===== src/rtl/mem_request_arbiter_if.sv =====
// ---------------------------------------------------------------------------
// mem_request_arbiter_if
// Bundles the datapath request/response signals and the single-port RAM
// signals seen by mem_request_arbiter.
//   slave  : the arbiter side (takes requests and RAM status, drives hits,
//            loads, RAM controls and mem_err)
//   master : the datapath + RAM side (drives requests, ramload, ramstate)
// Signals:
//   iREN/iaddr            instruction read request and address
//   dREN/dWEN/daddr/dstore data read/write request, address, write data
//   ihit/iload            instruction completion pulse and fetched word
//   dhit/dload            data completion pulse and loaded word
//   ramREN/ramWEN/ramaddr/ramstore  RAM controls
//   ramload/ramstate      RAM read data and status (0 FREE,1 BUSY,2 ACCESS,3 ERROR)
//   mem_err               sticky error/timeout flag
// ---------------------------------------------------------------------------
interface mem_request_arbiter_if;
  logic        iREN;
  logic [31:0] iaddr;
  logic        dREN;
  logic        dWEN;
  logic [31:0] daddr;
  logic [31:0] dstore;
  logic        ihit;
  logic [31:0] iload;
  logic        dhit;
  logic [31:0] dload;
  logic        ramREN;
  logic        ramWEN;
  logic [31:0] ramaddr;
  logic [31:0] ramstore;
  logic [31:0] ramload;
  logic [1:0]  ramstate;
  logic        mem_err;

  modport slave (
    input  iREN, iaddr, dREN, dWEN, daddr, dstore, ramload, ramstate,
    output ihit, iload, dhit, dload, ramREN, ramWEN, ramaddr, ramstore, mem_err
  );

  modport master (
    output iREN, iaddr, dREN, dWEN, daddr, dstore, ramload, ramstate,
    input  ihit, iload, dhit, dload, ramREN, ramWEN, ramaddr, ramstore, mem_err
  );
endinterface


===== src/rtl/mem_request_arbiter.sv =====
// ---------------------------------------------------------------------------
// mem_request_arbiter
// Serves instruction fetches and data loads/stores from the datapath onto a
// single-port RAM with variable latency. Data requests win over instruction
// requests; each access completes with a one-cycle ihit/dhit pulse, followed
// by at least one idle arbitration cycle.
// Ports:
//   clk  : system clock, rising edge
//   rst  : asynchronous reset, active-high
//   bus  : mem_request_arbiter_if.slave (requests, responses, RAM controls)
// Optional feature (macro MEM_ARB_STATS_EN):
//   icount[31:0], dcount[31:0] : completed instruction / data accesses
//   errcount[15:0]             : error or timeout completions
// Parameter:
//   TIMEOUT_CYCLES : cycles allowed in an access state before forced
//                    completion with error
// ---------------------------------------------------------------------------
module mem_request_arbiter #(
  parameter int TIMEOUT_CYCLES = 255
) (
  input  logic                 clk,
  input  logic                 rst,
  mem_request_arbiter_if.slave bus
`ifdef MEM_ARB_STATS_EN
  ,
  output logic [31:0]          icount,
  output logic [31:0]          dcount,
  output logic [15:0]          errcount
`endif
);

  localparam int CNT_W = $clog2(TIMEOUT_CYCLES + 1);
  localparam logic [CNT_W-1:0] CNT_LAST = CNT_W'(TIMEOUT_CYCLES - 1);
  localparam logic [CNT_W-1:0] CNT_MAX  = CNT_W'(TIMEOUT_CYCLES);
  localparam logic [1:0] RAM_ACCESS = 2'd2;
  localparam logic [1:0] RAM_ERROR  = 2'd3;

  typedef enum logic [2:0] {IDLE, DACC, IACC, DRSP, IRSP} state_t;

  state_t            state, state_next;
  logic [31:0]       addr_q, store_q, iload_q, dload_q;
  logic              wr_q, mem_err_q;
  logic [CNT_W-1:0]  cnt_q;
  logic              in_access, access_ok, access_fail, access_done;

  // A successful ACCESS takes priority over a timeout landing on the same cycle.
  always_comb begin
    in_access   = (state == DACC) || (state == IACC);
    access_ok   = in_access && (bus.ramstate == RAM_ACCESS);
    access_fail = in_access && !access_ok &&
                  ((bus.ramstate == RAM_ERROR) || (cnt_q == CNT_LAST));
    access_done = access_ok || access_fail;
  end

  always_ff @(posedge clk or posedge rst) begin
    if (rst) state <= IDLE;
    else     state <= state_next;
  end

  always_comb begin
    state_next = state;
    case (state)
      IDLE: begin
        if (bus.dREN || bus.dWEN) state_next = DACC;
        else if (bus.iREN)        state_next = IACC;
      end
      DACC:    if (access_done) state_next = DRSP;
      IACC:    if (access_done) state_next = IRSP;
      DRSP:    state_next = IDLE;
      IRSP:    state_next = IDLE;
      default: state_next = IDLE;
    endcase
  end

  // Request fields are captured only at arbitration so that the RAM is driven
  // from stable values even if the requester changes or drops its inputs.
  always_ff @(posedge clk or posedge rst) begin
    if (rst) begin
      addr_q    <= '0;
      store_q   <= '0;
      wr_q      <= 1'b0;
      cnt_q     <= '0;
      iload_q   <= '0;
      dload_q   <= '0;
      mem_err_q <= 1'b0;
    end else begin
      if (state == IDLE) begin
        if (bus.dREN || bus.dWEN) begin
          addr_q  <= bus.daddr;
          store_q <= bus.dstore;
          wr_q    <= bus.dWEN;
        end else if (bus.iREN) begin
          addr_q  <= bus.iaddr;
          store_q <= '0;
          wr_q    <= 1'b0;
        end
      end

      if (in_access) begin
        if (cnt_q != CNT_MAX) cnt_q <= cnt_q + 1'b1;
      end else begin
        cnt_q <= '0;
      end

      if (access_ok && (state == IACC))          iload_q <= bus.ramload;
      if (access_ok && (state == DACC) && !wr_q) dload_q <= bus.ramload;

      if (access_fail) begin
        mem_err_q <= 1'b1;
        if (state == IACC) iload_q <= '0;
        else               dload_q <= '0;
      end
    end
  end

  assign bus.ramREN   = in_access && !wr_q;
  assign bus.ramWEN   = in_access && wr_q;
  assign bus.ramaddr  = in_access ? addr_q  : '0;
  assign bus.ramstore = in_access ? store_q : '0;
  assign bus.ihit     = (state == IRSP);
  assign bus.dhit     = (state == DRSP);
  assign bus.iload    = iload_q;
  assign bus.dload    = dload_q;
  assign bus.mem_err  = mem_err_q;

`ifdef MEM_ARB_STATS_EN
  // Statistics counters wrap naturally at their width.
  always_ff @(posedge clk or posedge rst) begin
    if (rst) begin
      icount   <= '0;
      dcount   <= '0;
      errcount <= '0;
    end else begin
      if (state == IRSP) icount   <= icount + 32'd1;
      if (state == DRSP) dcount   <= dcount + 32'd1;
      if (access_fail)   errcount <= errcount + 16'd1;
    end
  end
`endif

endmodule


===== src/flat_wrapper.sv =====
// flat-port wrapper written by rule: the top's interface ports become plain ports
module mem_request_arbiter_flat 
#(
  parameter int TIMEOUT_CYCLES = 255
)
  (clk, rst, bus_iREN, bus_iaddr, bus_dREN, bus_dWEN, bus_daddr, bus_dstore, bus_ramload, bus_ramstate, bus_ihit, bus_iload, bus_dhit, bus_dload, bus_ramREN, bus_ramWEN, bus_ramaddr, bus_ramstore, bus_mem_err);
  mem_request_arbiter_if bus_i ();
  input  logic clk;
  input  logic rst;
  input wire logic [$bits(bus_i.iREN)-1:0] bus_iREN;
  input wire logic [$bits(bus_i.iaddr)-1:0] bus_iaddr;
  input wire logic [$bits(bus_i.dREN)-1:0] bus_dREN;
  input wire logic [$bits(bus_i.dWEN)-1:0] bus_dWEN;
  input wire logic [$bits(bus_i.daddr)-1:0] bus_daddr;
  input wire logic [$bits(bus_i.dstore)-1:0] bus_dstore;
  input wire logic [$bits(bus_i.ramload)-1:0] bus_ramload;
  input wire logic [$bits(bus_i.ramstate)-1:0] bus_ramstate;
  output wire logic [$bits(bus_i.ihit)-1:0] bus_ihit;
  output wire logic [$bits(bus_i.iload)-1:0] bus_iload;
  output wire logic [$bits(bus_i.dhit)-1:0] bus_dhit;
  output wire logic [$bits(bus_i.dload)-1:0] bus_dload;
  output wire logic [$bits(bus_i.ramREN)-1:0] bus_ramREN;
  output wire logic [$bits(bus_i.ramWEN)-1:0] bus_ramWEN;
  output wire logic [$bits(bus_i.ramaddr)-1:0] bus_ramaddr;
  output wire logic [$bits(bus_i.ramstore)-1:0] bus_ramstore;
  output wire logic [$bits(bus_i.mem_err)-1:0] bus_mem_err;
  assign bus_i.iREN = bus_iREN;
  assign bus_i.iaddr = bus_iaddr;
  assign bus_i.dREN = bus_dREN;
  assign bus_i.dWEN = bus_dWEN;
  assign bus_i.daddr = bus_daddr;
  assign bus_i.dstore = bus_dstore;
  assign bus_i.ramload = bus_ramload;
  assign bus_i.ramstate = bus_ramstate;
  assign bus_ihit = bus_i.ihit;
  assign bus_iload = bus_i.iload;
  assign bus_dhit = bus_i.dhit;
  assign bus_dload = bus_i.dload;
  assign bus_ramREN = bus_i.ramREN;
  assign bus_ramWEN = bus_i.ramWEN;
  assign bus_ramaddr = bus_i.ramaddr;
  assign bus_ramstore = bus_i.ramstore;
  assign bus_mem_err = bus_i.mem_err;
  mem_request_arbiter #(.TIMEOUT_CYCLES(TIMEOUT_CYCLES)) u_core (.clk(clk), .rst(rst), .bus(bus_i));
endmodule

===== config.mk =====
export PLATFORM = sky130hd
export DESIGN_NAME = mem_request_arbiter_flat
export DESIGN_NICKNAME = d
export VERILOG_FILES = /design/src/rtl/mem_request_arbiter_if.sv /design/src/rtl/mem_request_arbiter.sv /design/src/flat_wrapper.sv
export SDC_FILE = /design/constraint.sdc
export NUM_CORES = 1
export LEC_CHECK = 0
export ABC_AREA = 1
export CAP_MARGIN = 20
export CORE_ASPECT_RATIO = 1.4
export CORE_MARGIN = 2
export CORE_UTILIZATION = 35
export DETAILED_ROUTE_END_ITERATION = 7
export PLACE_DENSITY = 0.73
export SETUP_SLACK_MARGIN = 0.05
export SYNTH_ARGS = -nofsm -noshare
export SYNTH_HDL_FRONTEND = slang
export SYNTH_SLANG_ARGS = --single-unit

===== constraint.sdc =====
create_clock -name clk -period 5.56 [get_ports clk]
set_input_delay 1.112 -clock clk [delete_from_list [all_inputs] [get_ports clk]]
set_output_delay 1.112 -clock clk [all_outputs]
set_load 0.005 [all_outputs]

### Yosys cells after proc, flatten, opt, wreduce, memory -nomap -nowiden

Cells that the tools add are included.

* eq/ne operators: 12
* reductions and logical operators: 18
* multiplexer cells: 21
* $add $sub $neg: 1

Operators by type and width (number)
* $mux W32: 12
* $mux W8: 2
* $mux W3: 4
* $pmux W3 S3: 1
* $add A8 B1 Y8 const B: 1
* $eq A8 B8 Y1 const B: 1
* $logic_and A1 B1 Y1: 8
* $ne A8 B8 Y1 const B: 1
* $eq A3 B2 Y1 const B: 2
* $eq A2 B2 Y1 const B: 2
* $logic_or A1 B1 Y1: 4
* $ne A2 B1 Y1 const B: 2
* $eq A3 B1 Y1 const B: 1
* $eq A3 B3 Y1 const B: 1
* $logic_not A3 Y1: 1
* $ne A3 B2 Y1 const B: 1
* $reduce_and A3 Y1: 1
* $logic_not A1 Y1: 2
* $mux W1: 2
* $ne A2 B2 Y1 const B: 1
* $reduce_and A2 Y1: 1
* $reduce_bool A2 Y1: 1

* output and inout port bits: 133
* word-level logic and storage cells: 60
* input port bits: 135
* bits in registers: 141

### Depth between registers and ports, before layout

* word-level depth: 9
* depth in mapped cells: 10
* depth with buffers taken out: 9

### Worst setup path before layout

OpenSTA, ideal clock, no wires.

* path kind: register to output
* from: register u_core.state[2]
* to: output bus_ramaddr[0]
* required time: 4448 ps
* arrival time: 1230 ps
* stages on the path, launching flop included: 9
* path slack: 3218 ps
* buffers on the path: 3
* cell sequence: dfrtp_1 > inv_2 > nand3_2 > buf_6 > nand2_2 > inv_2 > buf_4 > buf_6 > nor2_1

* cells in the longest elaborated chain, start to end: 3
* elaborated cells on any way between the ends: 4
* those cells by class: eq/ne: 2; mux: 1; reduce/logical: 1

RTL lines
* start: declaration: line mem_request_arbiter.sv:40 `state_t state, state_next;`
* start signal: assignment: line mem_request_arbiter.sv:57 `else state <= state_next;`
* $eq A3 B1 Y1 / $eq A3 B2 Y1 (equally long branches): line mem_request_arbiter.sv:48 `in_access = (state == DACC) || (state == IACC);`
* $logic_or A1 B1 Y1 (*): line mem_request_arbiter.sv:48
* $mux W32 (*): line mem_request_arbiter.sv:118 `assign bus.ramaddr = in_access ? addr_q : '0;`
* end: declaration: line flat_wrapper.sv:24 `output wire logic [$bits(bus_i.ramaddr)-1:0] bus_ramaddr;`

Mark *: on every way between the ends. The rest lies on a longest branch, timed or not.

### Worst setup path after layout

* from: register u_core.state[1]
* to: output bus_ramaddr[28]

Same word-level chain as after synthesis.

==> results by group <==
Clock tree
  – CTS H-tree depth: 4
  – Cts hold-fix bufs: 0
  – CTS tree: yes
  – Root Driver: clkbuf_16
  – Clk Latency, worst-skew pair: 0.43 ns
  – Max clock buf depth: 2
  – Reg clk slew, reported paths: 0.06 ns
  – Clk sinks: 141
  – # Post-CTS Setup Buffers: 0
  – Post-CTS Resized: 0
  – CTS Buf Count: 17

Synth
  – Mean Syn Cell Area: 7.702 µm²
  – Synth Register Bits: 141
  – Syn_nets: 1,074
  – Syn Inst Count: 937
  – Top_reg_cell synth: dfrtp_1
  – Cell Area, Synth: 7217 µm²
  – Post-synthesis sequential area ratio: 48.89%
  – EDFF count, synth: 0
  – Ys async rst share: 100.0%
  – Syn. warnings: 0
  – Netlist cell types: 28

Detailed routing
  – Met2 WL: 10,580 µm
  – Via-to-Cell Ratio: 4.761
  – Met1 wire length: 8636 µm
  – 1st-iter DRT viols: 364
  – Vias: 6,847
  – Routed wire length: 21,040 µm
  – Avg WL per Cell: 14.63 µm
  – Drt drc: 0
  – Routed met3 length: 1287 µm
  – Drt first pass iters: 4
  – Highest metal used: met4
  – Antenna viol nets, final: 0

Worst setup path
  – RR Endpoint: u_core.bus.dload[8]$_DFF_PP0_
  – Worst path bufs/invs: 3
  – Beginning of the worst register-to-register path: u_core.state[0]$_DFFE_PP0P_
  – Crit path max-delay family: buffers and inverters
  – CP max-delay cell: clkdlybuf4s50_1
  – Reg2Reg Depth: 7
  – Reg2reg setup slack: 2.69 ns
  – Crit. End Element: output pin
  – Critical Path, Cell by Cell: nor2_4 -> nand2_2 -> nand2_2 -> inv_2 -> buf_12 -> nor2_1 -> clkdlybuf4s50_1
  – Critical Path AT: 2.44 ns
  – Startpoint Class: flip-flop
  – WP data required: 4.45 ns
  – Crit path max fanout: 54
  – Slowest stage delay, CP: 0.53 ns
  – CP startpoint: u_core.state[1]$_DFFE_PP0P_
  – Most frequent cell on the critical path: nand2_2
  – Crit Path Category: reg -> out

Place
  – Placer congestion estimate: 0.7747
  – Post-place setup slack: 1.715 ns
  – Port buffer count: 267
  – Area post-placement: 9937 µm²
  – Post-detail-place hpwl: 14,480 µm

Timing
  – Worst-margin pin slew: 1.054 ns
  – Crit path setup slack, layout: 2.010 ns
  – Setup Total Neg Slack: 0 ns
  – Max-slew headroom: 29.65%
  – Crit share post-route: 63.84%
  – RSZ-0062 raised after global routing: no
  – Final clock skew: 0.01329 ns
  – Final setup viols: 0
  – Pins over their slew limit: 0
  – Fin crit period: 3.550 ns
  – Hold Fails Final Rpt: 0
  – Fmax: 281.7 MHz

Global routing
  – Global-route wire length before repair: 34,960 µm
  – Vias in the first global route: 6,984
  – GRT Total Usage: 19.69%
  – Pin count of the biggest net entering global routing: 75
  – Total gr overflow: 0
  – Initial antenna violation count: 0

Floorplan
  – Die ar.: 21,800 µm²
  – Die W: 125.4 µm
  – I/O pin count: 268
  – Die Span Y: 173.9 µm
  – # rows: 62
  – Initial core utilization: 35.37%
  – Core ar.: 20,400 µm²

Final layout
  – Util after Layout: 51.58%
  – Most frequent cells in the layout: 278 x nand2_1, 267 x clkdlybuf4s50_1, 141 x dfrtp_1
  – Ant diodes: 0
  – Design Area, Final: 10,520 µm²
  – Most common cell after layout, fill and taps aside: nand2_1
  – Ratio of cells with drive above 1 in the final layout: 7.699%
  – NumNets Final: 1,306
  – Layout area overhead: 45.80%

Power
  – Cell Pwr Density: 509.0 nW/µm²
  – Pwr Total: 5356 µW
  – Leak: 0.005156 µW
  – VDD IR max: 0.3008 mV

Min path
  – Hold EP: u_core.bus.mem_err$_DFFE_PP0N_
  – Hold Startpoint: u_core.bus.mem_err$_DFFE_PP0N_
  – Hold Path Stages: 2
  – Hold Path Class: reg -> reg

Job
  – MaxCap Viol Count: 0

Run status
  – Status: completed
area by class of cell:
type	instances	area, µm²
multi-input combinational	617	2894
tap	256	320.3
clock buffer	18	429.2
inverter	117	444.2
fill	1939	9879
sequential	141	3528
clock inverter	14	128.9
timing repair buffer	275	2778
cell families (layout without fill, tap and decap cells):
kind of cell	Yosys count	in the layout	synth area share (%)
fa+ha+maj	2	2	0.3467
buf+inv	179	424	11.04
compound gates	112	112	9.327
flops	141	141	48.89
simple gates	503	503	30.39
Yosys cell counts, types with 11 or more instances:
master | n | share of area, %
clkbuf_1 | 19 | 0.99
nand4_1 | 32 | 2.8
dfrtp_1 | 141 | 49
buf_6 | 11 | 1.7
o21ai_1 | 17 | 1.2
nand2_1 | 278 | 14
nand3_1 | 73 | 5.1
nor2_1 | 74 | 3.8
o21ai_0 | 53 | 3.7
o211ai_1 | 32 | 3.3
buf_2 | 28 | 1.9
or2_2 | 32 | 2.8
inv_1 | 112 | 5.8
how the worst max path moves through the flow:
| stage | end | slack (ns) | depth (start not counted) |
|---|---|---|---|
| after floorplan | u_core.addr_q[0]$_DFFE_PP0P_ | 0.67 | 1 |
| after global placement | u_core.bus.dload[4]$_DFF_PP0_ | 1.81 | 8 |
| after detailed placement | u_core.bus.dload[27]$_DFF_PP0_ | 1.71 | 8 |
| after CTS | bus_ramaddr[28] | 1.97 | 7 |
| after global routing | bus_ramaddr[5] | 1.82 | 7 |
| final | bus_ramaddr[28] | 2.01 | 7 |
sequential cells by signal, summed over array words and instances, names as in the netlist:
name,flops
u_core.bus.mem_err,1
u_core.addr_q,32
u_core.store_q,32
u_core.wr_q,1
u_core.bus.dload,32
u_core.bus.iload,32
u_core.state,3
u_core.cnt_q,8
worst min-delay path, delay by kind of cell, from the launching register on:
family	cells	cell delay [ns]
flip-flops	1	0.35
AND/OR/NAND/NOR	1	0.06
buffers and inverters	1	0.04
power by group:
part	leakage, µW	internal (µW)	total, µW	switching (µW)
clock	0.000275	590	1090	495
combinational	0.00307	1240	2610	1370
sequential	0.00181	1450	1660	209
total	0.00516	3290	5360	2070
stage by stage:
step	hold slack (ns)	std cells
after floorplan	0.4576	937
after global placement	0.4578	1403
after detailed placement	0.4600	1405
after CTS	0.4813	1437
after global routing	0.4900	1438
final	0.4845	1438
layer usage:
layer,global-route usage [%],vias to the layer above
met3,4.925,34
met5,0,-
met4,7.269,0
met1,23.70,3161
met2,34.01,228
li1,-,3424
Power figures use the tool's default switching activity.
